`config.mk`:
```
export PLATFORM = sky130hd
export DESIGN_NAME = stopwatch_core
export DESIGN_NICKNAME = d
export VERILOG_FILES = /design/src/rtl/stopwatch_core.sv
export SDC_FILE = /design/constraint.sdc
export NUM_CORES = 1
export LEC_CHECK = 0
export CORE_MARGIN = 3
export CORE_UTILIZATION = 45
export CTS_CLUSTER_SIZE = 30
export DETAILED_ROUTE_END_ITERATION = 7
export DONT_BUFFER_PORTS = 1
export PLACE_DENSITY_LB_ADDON = 0.1
export SLEW_MARGIN = 10
export SYNTH_ARGS = -nofsm -noshare
export SYNTH_HDL_FRONTEND = slang
export SYNTH_SLANG_ARGS = --single-unit
```
`constraint.sdc`:
```
create_clock -name clk -period 4.14 [get_ports clk]
set_input_delay 0.828 -clock clk [delete_from_list [all_inputs] [get_ports clk]]
set_output_delay 0.828 -clock clk [all_outputs]
set_load 0.005 [all_outputs]
```
`src/rtl/stopwatch_core.sv`:
```
// Stopwatch timekeeping stage: debounced buttons, start/pause/clear FSM and a
// 00.00-99.99 s BCD counter with lap freeze, feeding the packed-digit display driver.
//
//   state   | meaning
//   --------+---------------------------------------------------------
//   S_IDLE  | cleared, tick counter held at 0, waiting for startstop
//   S_RUN   | counting; lap toggles the frozen view
//   S_PAUSE | count held; startstop resumes, clear returns to S_IDLE
module stopwatch_core #(
    parameter int CLK_HZ    = 50000000,
    parameter int TICK_HZ   = 100,
    parameter int DB_CYCLES = 1000000
) (
    input  logic        clk,
    input  logic        rst_n,
    input  logic        btn_startstop,
    input  logic        btn_clear,
    input  logic        btn_lap,
    output logic [15:0] digit,
    output logic        running,
    output logic        lap_active,
    output logic        ovf
);

    localparam int TICK_DIV = CLK_HZ / TICK_HZ;
    localparam int TW       = $clog2(TICK_DIV);
    localparam int DW       = $clog2(DB_CYCLES + 1);

    localparam logic [TW-1:0] TICK_LAST = TW'(TICK_DIV - 1);
    localparam logic [DW-1:0] DB_LAST   = DW'(DB_CYCLES - 1);

    localparam int B_SS  = 0;
    localparam int B_CLR = 1;
    localparam int B_LAP = 2;

    typedef enum logic [1:0] {
        S_IDLE  = 2'd0,
        S_RUN   = 2'd1,
        S_PAUSE = 2'd2
    } state_t;

    logic [2:0]         btn_raw;
    logic [2:0]         sync1_q, sync2_q;
    logic [2:0]         db_q, db_d;
    logic [2:0]         press_q, press_d;
    logic [2:0][DW-1:0] db_cnt_q, db_cnt_d;

    state_t        state_q, state_d;
    logic [TW-1:0] tick_cnt_q, tick_cnt_d;
    logic [15:0]   count_q, count_d;
    logic [15:0]   lap_q, lap_d;
    logic [15:0]   digit_q, digit_d;
    logic          lap_active_q, lap_active_d;
    logic          ovf_q, ovf_d;
    logic          running_q, running_d;
    logic          tick;
    logic [16:0]   count_inc;

    assign btn_raw = {btn_lap, btn_clear, btn_startstop};

    // Carry-out in bit 16 marks the 99.99 -> 00.00 wrap.
    function automatic logic [16:0] bcd_inc(input logic [15:0] v);
        logic [15:0] r;
        logic        c;
        r = v;
        c = 1'b1;
        for (int i = 0; i < 4; i++) begin
            if (c) begin
                if (r[4*i +: 4] >= 4'd9) begin
                    r[4*i +: 4] = 4'd0;
                end else begin
                    r[4*i +: 4] = r[4*i +: 4] + 4'd1;
                    c = 1'b0;
                end
            end
        end
        return {c, r};
    endfunction

    // The press pulse is registered alongside the debounced flip, so the FSM
    // reacts DB_CYCLES + 3 edges after the raw edge.
    always_comb begin
        db_d     = db_q;
        db_cnt_d = db_cnt_q;
        press_d  = '0;
        for (int b = 0; b < 3; b++) begin
            if (sync2_q[b] == db_q[b]) begin
                db_cnt_d[b] = '0;
            end else if (db_cnt_q[b] == DB_LAST) begin
                db_cnt_d[b] = '0;
                db_d[b]     = sync2_q[b];
                press_d[b]  = sync2_q[b];
            end else begin
                db_cnt_d[b] = db_cnt_q[b] + DW'(1);
            end
        end
    end

    always_comb begin
        state_d      = state_q;
        count_d      = count_q;
        lap_d        = lap_q;
        lap_active_d = lap_active_q;
        ovf_d        = ovf_q;
        tick_cnt_d   = '0;
        tick         = (state_q == S_RUN) && (tick_cnt_q == TICK_LAST);
        count_inc    = bcd_inc(count_q);

        if (tick) begin
            count_d = count_inc[15:0];
            if (count_inc[16]) begin
                ovf_d = 1'b1;
            end
        end

        case (state_q)
            S_RUN: begin
                if (press_q[B_LAP]) begin
                    if (!lap_active_q) begin
                        lap_active_d = 1'b1;
                        lap_d        = count_q;
                    end else begin
                        lap_active_d = 1'b0;
                    end
                end
                if (press_q[B_SS]) begin
                    state_d = S_PAUSE;
                end
            end
            S_IDLE, S_PAUSE: begin
                if (press_q[B_CLR]) begin
                    state_d      = S_IDLE;
                    count_d      = '0;
                    ovf_d        = 1'b0;
                    lap_active_d = 1'b0;
                end else begin
                    if (press_q[B_LAP] && state_q == S_PAUSE) begin
                        lap_active_d = 1'b0;
                    end
                    if (press_q[B_SS]) begin
                        state_d = S_RUN;
                    end
                end
            end
            default: begin
                state_d = S_IDLE;
            end
        endcase

        // Counter only advances while staying in RUN; any entry starts from 0.
        if (state_q == S_RUN && state_d == S_RUN && !tick) begin
            tick_cnt_d = tick_cnt_q + TW'(1);
        end

        running_d = (state_d == S_RUN);
        digit_d   = lap_active_q ? lap_q : count_q;
    end

    always_ff @(posedge clk) begin
        if (!rst_n) begin
            sync1_q      <= '0;
            sync2_q      <= '0;
            db_q         <= '0;
            press_q      <= '0;
            db_cnt_q     <= '0;
            state_q      <= S_IDLE;
            tick_cnt_q   <= '0;
            count_q      <= '0;
            lap_q        <= '0;
            digit_q      <= '0;
            lap_active_q <= 1'b0;
            ovf_q        <= 1'b0;
            running_q    <= 1'b0;
        end else begin
            sync1_q      <= btn_raw;
            sync2_q      <= sync1_q;
            db_q         <= db_d;
            press_q      <= press_d;
            db_cnt_q     <= db_cnt_d;
            state_q      <= state_d;
            tick_cnt_q   <= tick_cnt_d;
            count_q      <= count_d;
            lap_q        <= lap_d;
            digit_q      <= digit_d;
            lap_active_q <= lap_active_d;
            ovf_q        <= ovf_d;
            running_q    <= running_d;
        end
    end

    assign digit      = digit_q;
    assign running    = running_q;
    assign lap_active = lap_active_q;
    assign ovf        = ovf_q;

endmodule

```
==> key figures <==
Outcome
  • Run status: completed

Min path
  • Hold-critical path endpoint: sync2_q[2]
  • Hold Path Class: flop to flop
  • Startpoint of the most critical hold path: sync1_q[2]
  • Worst Hold Path Cells: 1

Route
  • Iteration-0 DRC Markers: 186
  • Pre-antenna DRT Iters: 4
  • Number of nets still failing antenna checks after routing: 0
  • Number of vias in the routed layout: 4434
  • Avg WL per Cell: 12.67 µm
  • Vias/cell: 5.050
  • Final wirelength: 11130 µm
  • Count of unresolved DRC violations after routing: 0

Power
  • Static leakage: 0.002251 µW
  • Sequential fraction of design power: 46.2%
  • Relative contribution of the clock network to total power: 53.1%
  • Power per Cell Area: 434.2 nW/µm²
  • Proportion of power drawn by combinational gates: 0.6%
  • Sw frac: 19.50%
  • Cell-internal power: 2424 µW
  • Reported net switching power: 586.9 µW
  • Worst VDD drop: 248.8 µV

Worst setup path
  • Required @ worst endpoint: 4.41 ns
  • Element type at the critical path start: flop
  • Arrival time of the worst setup path: 2.89 ns
  • Critical R2R Capture: tick_cnt_q[16]
  • Setup crit end kind: flop
  • Maximum fanout encountered on the critical timing path: 19
  • Worst reg2reg path startpoint: tick_cnt_q[5]
  • Worst R2R Setup Slack: 1.52 ns
  • Worst-case reg-to-reg path depth: 5
  • Path type of the worst setup path: flop to flop

Synth
  • Share of flip-flops with an asynchronous set or reset after synthesis: 0%
  • Yosys warning count: 0
  • Instance count of the mapped netlist: 691
  • Post-synthesis sequential element count: 144
  • Dominant register cell in the synthesized netlist: sky130_fd_sc_hd__dfxtp_1
  • Seq/Total Area, Yosys: 46.85%
  • Post-synthesis area per instance: 8.905 µm²
  • Number of flops mapped to enable cells by yosys: 0
  • Number of distinct library cells after synthesis: 44
  • Synthesized cell area: 6153 µm²
  • Number of nets produced by synthesis: 712

Place
  • Total half-perimeter wirelength after legalization and detailed placement: 7381 µm
  • Post-placement cell count: 846
  • Place WS: 1.501 ns
  • Routability-driven placement congestion ratio: 0.7886
  • Number of I/O port buffers: 0
  • Post-DP Area: 6304 µm²

Die
  • Initial core utilization: 46.28%
  • DIE AREA: 15110 µm²
  • Die span in x: 122.9 µm
  • I/O pin count: 24
  • Vertical extent of the die: 122.9 µm
  • Core ar.: 13300 µm²
  • Std-Cell Rows: 42

Timing
  • F_max: 382.1 MHz
  • Minimum setup slack in the final design: 1.523 ns
  • Final-report setup violation count: 0
  • Number of hold-slack violations in the final timing report: 0
  • Tightest Pin Transition: 1.161 ns
  • Final critical path time including I/O delays and setup: 2.617 ns
  • Setup TNS Final: 0 ns
  • Worst Skew: 0.006369 ns
  • Final cycle utilization of the critical path: 63.22%
  • Total count of max-transition violations in the final report: 0
  • Slew headroom: 22.27%
  • Setup repair after global routing missed its margin: no

Final layout
  • Diode count: 0
  • Share of cells above drive strength 1: 5.413%
  • Post-layout utilization of the core: 52.15%
  • Reg area: 2883 µm²
  • Total non-filler cell area in the finished layout: 6933 µm²
  • Nets: 710
  • Area of combinational cells with multiple inputs: 3107 µm²
  • Final Non-Filler Cells: 878
  • Layout-stage area growth over the synthesis result: 12.67%
  • Fill cell count: 1209

Clock tree
  • Number of buffers on the longest clock path: 2
  • H-Tree Depth: 4
  • Quantity of gates resized following cts: 0
  • Post-CTS Setup Bufs: 0
  • # clock sinks: 144
  • CTS tree: done
  • Root buffer cell: sky130_fd_sc_hd__clkbuf_16
  • CTS hold repair buffers: 0
  • Worst-Skew Late Latency: 0.42 ns
  • Clock transition at path regs: 0.06 ns
  • CTS buffer count: 17

GRT
  • Vias in the first global route: 4229
  • First-pass GRT wire length: 19220 µm
  • Overall fraction of global-route tracks in use: 15.92%
  • Initial antenna violation count: 0
  • Largest net degree at the start of global routing: 55
  • Remaining global-route overflow: 0

Run
  • Reported max-cap violation count: 0
-- metal layers --
layer / global-route usage [%] / wire (µm) / part of all wire (%)
met3: 4.392 / 398 / 3.6
met5: 0 / 0 / 0
met2: 25.97 / 5149 / 46
met4: 6.858 / 214 / 1.9
met1: 19.76 / 5362 / 48
-- flip-flops by register name, indices dropped and copies added, names as in the netlist --
name        count
db_q            3
sync2_q         3
lap_q          16
lap_active      1
state_q         2
count_q        16
ovf             1
running         1
sync1_q         3
press_q         3
db_cnt_q       60
digit          16
tick_cnt_q     19
-- cell families (layout without fill, tap and decap cells) --
logic type	after synthesis	count (layout)	synth area share (%)
compound gates	42	42	4.778
flops	144	144	46.85
fa+ha+maj	16	16	3.253
xor+xnor	75	75	10.68
mux	26	26	4.229
simple gates	344	344	27.47
buf+inv	44	55	2.745
-- through the flow --
step	power [µW]	hold slack (ns)
2_1_floorplan	1443	0.4119
3_3_place_gp	1441	0.4179
3_5_place_dp	1442	0.4191
4_1_cts	3051	0.4331
5_1_grt	3116	0.4538
6_report	3011	0.4323
-- Yosys cell counts, types with 3 or more instances --
cell | count | area, µm²
sky130_fd_sc_hd__nor3b_1 | 3 | 22.52
sky130_fd_sc_hd__and3_1 | 4 | 25.02
sky130_fd_sc_hd__nor4_1 | 8 | 50.05
sky130_fd_sc_hd__nand2b_1 | 3 | 18.77
sky130_fd_sc_hd__xnor2_1 | 32 | 280.3
sky130_fd_sc_hd__and2_1 | 11 | 68.82
sky130_fd_sc_hd__nand4b_1 | 3 | 26.28
sky130_fd_sc_hd__inv_1 | 21 | 78.83
sky130_fd_sc_hd__o21ai_0 | 5 | 25.02
sky130_fd_sc_hd__nor4b_1 | 5 | 43.79
sky130_fd_sc_hd__nand4_1 | 15 | 93.84
sky130_fd_sc_hd__or3_1 | 4 | 25.02
sky130_fd_sc_hd__a21oi_1 | 4 | 20.02
sky130_fd_sc_hd__nor2_1 | 116 | 435.4
sky130_fd_sc_hd__o31ai_1 | 3 | 22.52
sky130_fd_sc_hd__xor2_1 | 43 | 376.6
sky130_fd_sc_hd__nor2b_1 | 23 | 143.9
sky130_fd_sc_hd__clkbuf_1 | 20 | 75.07
sky130_fd_sc_hd__ha_1 | 16 | 200.2
sky130_fd_sc_hd__dfxtp_1 | 144 | 2883
sky130_fd_sc_hd__and4_1 | 8 | 70.07
sky130_fd_sc_hd__nand3_1 | 47 | 235.2
sky130_fd_sc_hd__a21boi_0 | 18 | 135.1
sky130_fd_sc_hd__nand2_1 | 67 | 251.5
sky130_fd_sc_hd__nand3b_1 | 6 | 45.04
sky130_fd_sc_hd__mux2i_1 | 26 | 260.3
sky130_fd_sc_hd__nor3_1 | 11 | 55.05
-- power by group through the flow --
stage | Sequential [µW] | Combinational [µW] | Clock (µW)
floorplan | 1420 | 21.1 | 0
global placement | 1420 | 19.3 | 0
detailed placement | 1420 | 19.4 | 0
CTS | 1390 | 19.4 | 1640
global route | 1390 | 21.2 | 1700
finish | 1390 | 19.0 | 1600
-- layout by cell type (no fill, tap or decap), drive strengths merged, types with 3 or more instances in the layout --
master,n
nor2,116
nand3,47
xnor2,32
clkinv,7
nand4,15
xor2,43
o31ai,3
inv,22
nor3,11
and4,8
nor4,8
dfxtp,144
nor2b,23
nand2b,3
a21oi,4
or3,4
clkbuf,19
mux2i,26
o21ai,7
nand3b,6
and2,11
ha,16
or2,4
nand2,67
and3,4
nor3b,3
bufinv,4
nand4b,3
nor4b,5
a21boi,19
-- how the worst max path moves through the flow --
stage                           to     startpoint
floorplan              count_q[11]  tick_cnt_q[5]
global placement     tick_cnt_q[3]  tick_cnt_q[5]
detailed placement  tick_cnt_q[13]  tick_cnt_q[5]
CTS                  tick_cnt_q[9]  tick_cnt_q[5]
global route         tick_cnt_q[5]  tick_cnt_q[0]
finish              tick_cnt_q[16]  tick_cnt_q[5]
-- area by class of cell --
| class | instances | area share (%) |
|---|---|---|
| Multi-Input combinational cell | 503 | 44.81 |
| Tap cell | 176 | 3.176 |
| Inverter | 21 | 1.137 |
| Sequential cell | 144 | 41.58 |
| Clock buffer | 19 | 6.389 |
| Timing Repair Buffer | 2 | 0.2166 |
| Clock inverter | 13 | 2.689 |
-- critical path, cell delays in order, from the launching register on --
cell and delay (ns):
sky130_fd_sc_hd__dfxtp_1 0.34, sky130_fd_sc_hd__or4b_1 0.52, sky130_fd_sc_hd__or4_1 0.44, sky130_fd_sc_hd__or2_1 0.41, sky130_fd_sc_hd__nand4b_1 0.64, sky130_fd_sc_hd__nor2_1 0.12
Power figures use the tool's default switching activity.
==> RTL edit (same flow settings) <==
`CLK_HZ`: 50000000 -> 100000000.
--- a/src/rtl/stopwatch_core.sv
+++ b/src/rtl/stopwatch_core.sv
@@ -9,3 +9,3 @@
 module stopwatch_core #(
-    parameter int CLK_HZ    = 50000000,
+    parameter int CLK_HZ    = 100000000,
     parameter int TICK_HZ   = 100,
Check against the original RTL: same outputs for any inputs over 10 cycles, from zero or initial values and one cycle with rst_n low; that may be too few to reach the edited logic, so the function may still have changed.
==> RTL edit against the original RTL <==
  * Area after synthesis up 2.8%
  * Worst setup slack better by 0.31 ns
  * Die area up 2.7%
  * Routed wire length up 15%
  * Largest power group unchanged
  * Sequential cell count up 1
  * Global-route usage up 0.83 points
  * Clock power up 9%
  * Clock skew up 0.0067 ns
  * Cell area up 3.1%
  * Synthesized cell count up 5.1%
  * Maximum frequency up 13%
  * Largest cell class unchanged
  * Total power up 5.3%
==> RTL edit: results (changes against the original RTL) <==
Share of layout cells above drive strength 1 - 6.28% (+0.87 points)
Post-DP HPWL - 8480 µm (+15%)
Largest net degree at the start of global routing - 43 (-22%)
Biggest regs - db_cnt_q: 60 flops, tick_cnt_q: 20 flops
Hold Path End - sync2_q[1]
Worst VDD drop - 0.424 mV (+71%)
Overall global routing resource usage - 16.8% (+0.83 points)
Critical-path top delay cell - or4_1
First-pass GRT wire length - 21700 µm (+13%)
Nets@finish - 740 (+4.2%)
Clock Skew - 0.0130 ns (+0.00667 ns)
GPL Wtd Cong - 0.762 (-3.4%)
Detailed router's first-iteration violation count - 255 (+37%)
Lkg Pwr - 2.26 nW (+0.19%)
HP Start - sync1_q[1]
Vias per Instance - 5.54 (+9.6%)
Worst-margin pin slew - 1.19 ns (+0.0302 ns)
Sequential share of the synthesized area - 45.9% (-0.98 points)
Syn nets - 747 (+4.9%)
Initial antenna violation count - 3 (+3)
Internal Power - 2.58 mW (+6.6%)
Status - completed
Largest stage delay, worst path - 0.66 ns (+0.02 ns)
Synth area leaders - dfxtp_1 (46%), nor2_1 (4.8%), a21oi_1 (4.2%), nand2_1 (3.8%), xnor2_1 (3.6%)
RR Startpoint - count_q[0]
Reg2reg path depth - 6 (+1)
Synth cell count leaders - dfxtp_1 (145), nor2_1 (81), nand2_1 (64), a21oi_1 (53), nand3_1 (41)
Hold Path Stages - 1 (unchanged)
Fill cells - 1237 (+2.3%)
Per-cell routed wire length - 14.0 µm (+11%)
Vias in the first global route - 4640 (+9.7%)
Drt first pass iters - 5 (+1)
Worst EP arrival - 2.65 ns (-0.24 ns)
Netlist cell types - 48 (+9.1%)
R2R setup slack - 1.83 ns (+0.31 ns)
CP max FO - 12 (-7)
Reg2reg end - count_q[15]
RTL edit: power groups by stage:
stage	Combinational, mW	Sequential, mW	Clock, mW
after floorplan	0.0182	1.43	0
after global placement	0.0218	1.43	0
after detailed placement	0.0225	1.43	0
after CTS	0.0226	1.40	1.78
after global routing	0.0252	1.40	1.84
final	0.0222	1.40	1.75
RTL edit: area by class of cell:
class | count | area share [%]
Sequential cell | 145 | 40.6
Timing Repair Buffer | 6 | 0.630
Inverter | 28 | 1.47
Tap cell | 176 | 3.08
Multi-Input combinational cell | 521 | 44.7
Clock buffer | 23 | 6.69
Clock inverter | 9 | 2.82
RTL edit: per-layer routing:
layer,part of all wire (%),global-route usage (%),vias up
li1,-,-,2540
met1,47,20.7,2388
met2,47,26.9,74
met3,3.9,4.89,20
met4,1.8,7.93,6
met5,0.27,0,-
RTL edit: cells by family after synthesis:
group | count (synthesis) | share of synthesized area, %
and+or+nand+nor | 330 | 27.7
DFF | 145 | 45.9
AOI/OAI and AO/OA | 106 | 9.67
buffers and inverters | 60 | 3.72
xor gates and xnor gates | 50 | 6.92
muxes | 19 | 3.01
adders and majority gates | 16 | 3.16
RTL edit: how the worst max path moves through the flow:
| stage | slack [ns] | to | start |
|---|---|---|---|
| 4_1_cts | 1.84 | count_q[15] | tick_cnt_q[0] |
| 5_1_grt | 1.64 | count_q[15] | count_q[0] |
| 3_5_place_dp | 1.79 | count_q[1] | rst_n |
| 3_3_place_gp | 1.88 | count_q[1] | rst_n |
| 2_1_floorplan | 2.26 | db_cnt_q[58] | db_cnt_q[40] |
| 6_report | 1.83 | count_q[15] | count_q[0] |
RTL edit: per-stage QoR:
step	power (mW)	cells	hold WS (ns)	setup WS, ns	instance area [µm²]
after global placement	1.45	876	0.417	1.88	6470
after global routing	3.27	908	0.453	1.64	7150
after CTS	3.21	908	0.435	1.84	7150
after detailed placement	1.45	876	0.421	1.79	6470
after floorplan	1.45	726	0.412	2.26	6330
final	3.17	908	0.436	1.83	7150
RTL edit: worst max-delay path, delay by kind of cell, from the launching register on:
kind	cells	cell delay, ns
and+or+nand+nor	3	1.27
DFF	1	0.45
AOI/OAI and AO/OA	1	0.23
adders and majority gates	1	0.20
buffers and inverters	1	0.09
